$ cat config.mk
export PLATFORM = sky130hd
export DESIGN_NAME = mem_handshake_if
export DESIGN_NICKNAME = d
export VERILOG_FILES = /design/src/rtl/riscv_pkg.sv /design/src/rtl/memif_wait_timer.sv /design/src/rtl/mem_handshake_if.sv
export SDC_FILE = /design/constraint.sdc
export NUM_CORES = 1
export LEC_CHECK = 0
export CAP_MARGIN = 25
export CORE_MARGIN = 1
export CORE_UTILIZATION = 42
export CTS_BUF_LIST = sky130_fd_sc_hd__clkbuf_8 sky130_fd_sc_hd__clkbuf_16
export DETAILED_ROUTE_END_ITERATION = 8
export PLACE_DENSITY = 0.87
export SLEW_MARGIN = 20
export SYNTH_ARGS = -nofsm -noshare
export SYNTH_HDL_FRONTEND = slang
export SYNTH_SLANG_ARGS = --single-unit
$ cat constraint.sdc
create_clock -name clk -period 4.5 [get_ports clk]
set_clock_uncertainty 0.15 [all_clocks]
set_input_delay 0.675 -clock clk [delete_from_list [all_inputs] [get_ports clk]]
set_output_delay 0.675 -clock clk [all_outputs]
set_load 0.05 [all_outputs]
$ cat src/rtl/riscv_pkg.sv
// Shared core definitions: memory-interface FSM states and timeout defaults.
package riscv_pkg;

  typedef enum logic [1:0] {
    IDLE  = 2'd0,
    REQ   = 2'd1,
    DONE  = 2'd2,
    FAULT = 2'd3
  } memif_state_t;

  localparam int MEMIF_TIMEOUT_DEF = 255;

  // Wait-counter width able to hold 0..timeout.
  function automatic int memif_cnt_w(input int timeout);
    return $clog2(timeout + 1);
  endfunction

endpackage

$ cat src/rtl/memif_wait_timer.sv
// Wait-state counter for an outstanding bus request; expire flags the last
// allowed waiting cycle so the owner can abort the request on that edge.
module memif_wait_timer
  import riscv_pkg::*;
#(
  parameter int TIMEOUT = MEMIF_TIMEOUT_DEF
) (
  input  logic clk,
  input  logic reset,
  input  logic clear,
  input  logic en,
  output logic expire
);

  localparam int CW = memif_cnt_w(TIMEOUT);
  localparam logic [CW-1:0] LAST = CW'(TIMEOUT - 1);

  logic [CW-1:0] cnt;

  assign expire = en && (cnt == LAST);

  // Stops at LAST, so the counter never wraps.
  always_ff @(posedge clk or posedge reset) begin
    if (reset) begin
      cnt <= '0;
    end else if (clear) begin
      cnt <= '0;
    end else if (en && !expire) begin
      cnt <= cnt + CW'(1);
    end
  end

endmodule

$ cat src/rtl/mem_handshake_if.sv
// Bridges the core's single memory port onto a req/ack bus with variable
// latency; MemStall freezes the controller until the access completes.
module mem_handshake_if
  import riscv_pkg::*;
#(
  parameter int ADDR_W  = 32,
  parameter int DATA_W  = 32,
  parameter int TIMEOUT = MEMIF_TIMEOUT_DEF
) (
  input  logic              clk,
  input  logic              reset,
  input  logic [ADDR_W-1:0] Adr,
  input  logic [DATA_W-1:0] WriteData,
  input  logic              MemRead,
  input  logic              MemWrite,
  output logic [DATA_W-1:0] ReadData,
  output logic              MemStall,
  output logic              MemFault,
  output logic              bus_req,
  output logic              bus_we,
  output logic [ADDR_W-1:0] bus_addr,
  output logic [DATA_W-1:0] bus_wdata,
  input  logic              bus_ack,
  input  logic [DATA_W-1:0] bus_rdata,
  input  logic              bus_err,
  output memif_state_t      dbg_state
);

  // Bus handshake: bus_req rises with bus_addr/bus_wdata/bus_we and holds
  // them stable until the cycle bus_ack=1 completes the transfer; bus_rdata
  // and bus_err are only looked at in that cycle, and ack outside REQ is ignored.

  memif_state_t state_q, state_d;
  logic         acc;
  logic         expire;

  assign acc       = MemRead | MemWrite;
  assign dbg_state = state_q;

  memif_wait_timer #(
    .TIMEOUT(TIMEOUT)
  ) u_timer (
    .clk   (clk),
    .reset (reset),
    .clear (state_q != REQ),
    .en    ((state_q == REQ) && !bus_ack),
    .expire(expire)
  );

  always_ff @(posedge clk or posedge reset) begin
    if (reset) begin
      state_q <= IDLE;
    end else begin
      state_q <= state_d;
    end
  end

  always_comb begin
    state_d = state_q;
    case (state_q)
      IDLE:    if (acc) state_d = REQ;
      REQ: begin
        if (bus_ack) begin
          state_d = bus_err ? FAULT : DONE;
        end else if (expire) begin
          state_d = FAULT;
        end
      end
      DONE:    state_d = IDLE;
      FAULT:   state_d = FAULT;
      default: state_d = IDLE;
    endcase
  end

  // Reset gating keeps the stall low while reset is held, even with acc high.
  assign MemStall = !reset &&
                    (((state_q == IDLE) && acc) || (state_q == REQ) || (state_q == FAULT));

  always_ff @(posedge clk or posedge reset) begin
    if (reset) begin
      bus_req   <= 1'b0;
      bus_we    <= 1'b0;
      bus_addr  <= '0;
      bus_wdata <= '0;
      ReadData  <= '0;
      MemFault  <= 1'b0;
    end else begin
      bus_req <= (state_d == REQ);
      if (state_d == FAULT) MemFault <= 1'b1;
      if ((state_q == IDLE) && acc) begin
        bus_addr  <= Adr;
        bus_wdata <= WriteData;
        bus_we    <= MemWrite;
      end
      if ((state_q == REQ) && bus_ack && !bus_err && !bus_we) begin
        ReadData <= bus_rdata;
      end
    end
  end

endmodule

==> flow_summary.ini <==
[floorplan]
die_w_microns = 105
initial_core_util = 0.433
rows = 37
die-area_sq_mm = 0.0111
core-area_sq_mm = 0.0103
fp.dieH_microns = 105
boundaryPins = 204

[timing]
tightestPinTransition_ps = 572
tns_ps = 0
maxSlewViolCount = 0
hold_viol_final = 0
finalCritPeriodShare = 0.689
finalSetupViolCount = 0
fmax_ghz = 0.322
slew-limit-headroom = 0.618
period_needed_ps = 3100
rsz0062_at_grt = no
whs_ps = 344

[route]
avgRoutedWirePerCell_microns = 16.7
vias = 2991
drt_wl_total_microns = 10300
first_pass_iters = 5
wl_met3_microns = 687
routed.top_layer = met4
via_per_inst = 4.83
met2WireLength_microns = 5400
m1WireLength_microns = 4070
drc = 0
initialDrtViolationCount = 78
ant_nets = 0

[worst_setup_path]
rr_startpoint = dbg_state[1]
critPathRequiredTime_ps = 3670
path_cells = clkdlybuf4s50_1 > o21bai_1 > a21oi_1 > clkdlybuf4s50_1
setup.worst_path.class = in2out
max_stage_delay_ps = 810
cp-start-kind = primary input
critPathMaxFanout = 3
cp.arrival_ps = 2280
cp.buffers_inverters = 2
r2r_slack_ps = 2370
critPathLaunch = MemWrite
cp_top_family = buffers and inverters
crit_slowest_cell = clkdlybuf4s50_1
crit_top_cell = clkdlybuf4s50_1
cp-end-kind = output port

[clock_network]
cts_max_level = 3
hold_buffers = 0
numCtsBuffers = 9
cts.repair.resized = 0
cts_tree = built
clockBufferDepth = 2
clock_tree.root_cell = clkbuf_8
clkTransAtPathRegs_ps = 90
cts.sink_count = 109
clock_latency_ps = 360
post_cts.repair.setup_buffers = 0

[final_layout]
n_fill_cell = 727
antenna_cells = 0
drive_gt1_frac = 0.248
nets = 582
final_util = 0.664
syn2layout_area_growth_pct = 53.2

[power_and_ir_drop]
power.internal_w = 0.00319
p_per_area_mw_per_mm2 = 874
combPwrFrac = 0.618
ir_drop_mv = 0.472
power.leakage_nw = 2.89
seq_power_share = 0.286
switchingPower_w = 0.00280
swShare = 0.468
clockPowerShare = 0.096

[placement]
gp_congestion = 0.798
io_buffers = 203
dp_hpwl_microns = 7660

[yosys]
yosysMostFrequentCell = dfrtp_1
synthFlopType = dfrtp_1
yosys_warnings = 0
synthesis.area_sq_mm = 0.00447
netlist_top_cells_count = dfrtp_1, mux2_4, mux2_2
synth-seq-cells = 109
async_flop_share = 1.00
syn_inst = 270
netlist.top_cell.by_area = dfrtp_1
ys_types = 33
synth-edff-count = 0
synth_top_area_frac = 0.610
ys_top_cells_by_area = dfrtp_1, mux2_4, mux2_2, buf_6, mux2i_1
ys_seq_area_frac = 0.610
synth_nets = 374
avgSynthCellArea_sq_um = 16.6

[status]
status = completed

[grt]
grt.total_usage = 0.191
gr-total-overflow = 0
antenna_found_initial = 0
grt_pass1_wl_microns = 16100
grt_pass1_vias = 3209
grt_start_max_net_pins = 61

[flow_run]
maxCapViolCount = 0

[worst_hold_path]
hp-class = reg2reg
worstHoldStart = MemFault
[stage by stage]
step	power [W]	cell area, sq um	std cells	setup slack (ps)
CTS	0.00605	6850	619	1400
detailed placement	0.00545	6660	603	1410
global placement	0.00538	6630	602	1420
global route	0.00623	6850	619	1310
finish	0.00599	6850	619	1400
floorplan	0.00425	4470	270	801
[final cells by class]
cell class / instances / area, sq um / share of cell area
tap: 136 / 170 / 0.0248
sequential: 109 / 2730 / 0.398
clock buffer: 13 / 179 / 0.0261
multi-input combinational: 144 / 1630 / 0.238
inverter: 6 / 25.0 / 0.00365
clock inverter: 3 / 18.8 / 0.00274
timing repair buffer: 208 / 2100 / 0.307
[kinds of logic (layout without fill, tap and decap cells)]
group	Yosys count	after routing	synth area share
adder cells (fa/ha/maj)	2	2	0.00560
flip-flops	109	109	0.610
multiplexers	100	100	0.293
AND/OR/NAND/NOR	26	26	0.0381
AO/OA/AOI/OAI	16	16	0.0263
buffers and inverters	17	230	0.0271
[final timing paths]
path | end | depth (start not counted)
setup / recovery | MemStall | 4
min in group asynchronous | bus_we | 2
hold / removal | MemFault | 1
max in group asynchronous | ReadData[8] | 4
setup reg to reg | bus_wdata[5] | 4
hold reg to reg | MemFault | 1
[per-layer routing]
layer	global-route usage	vias up
met5	0	-
met4	0.0634	0
met3	0.0618	12
met2	0.334	124
met1	0.219	1477
li1	-	1378
[placed cells by master (no fill, tap or decap), types with 2 or more instances in the layout]
cell	instances
clkdlybuf4s50_1	203
dfrtp_1	109
mux2_4	50
mux2_2	45
clkbuf_8	13
nand2_1	8
inv_1	6
o21ai_0	4
nand2b_1	3
mux2i_1	3
buf_4	3
o21bai_1	2
nand4bb_1	2
nor3_1	2
mux2_1	2
nor3b_1	2
a31oi_1	2
o311ai_0	2
o41ai_1	2
ha_1	2
clkinvlp_4	2
[state kept, by name, summed over array words and instances, names as in the netlist]
name,count
bus_addr,32
bus_req,1
ReadData,32
u_timer.cnt,8
MemFault,1
dbg_state,2
bus_we,1
bus_wdata,32
[worst register-to-register path: stages, from the launching register on]
cell	delay, ps
dfrtp_1	490
o21bai_1	270
nor2_4	300
buf_12	400
mux2_2	430
[power groups by stage]
stage,Combinational [W],Clock [W],Sequential (W)
finish,0.00370,0.000576,0.00171
global route,0.00382,0.000631,0.00177
CTS,0.00373,0.000598,0.00172
detailed placement,0.00371,0,0.00174
global placement,0.00367,0,0.00171
floorplan,0.000932,0,0.00332
Power figures use the tool's default switching activity.
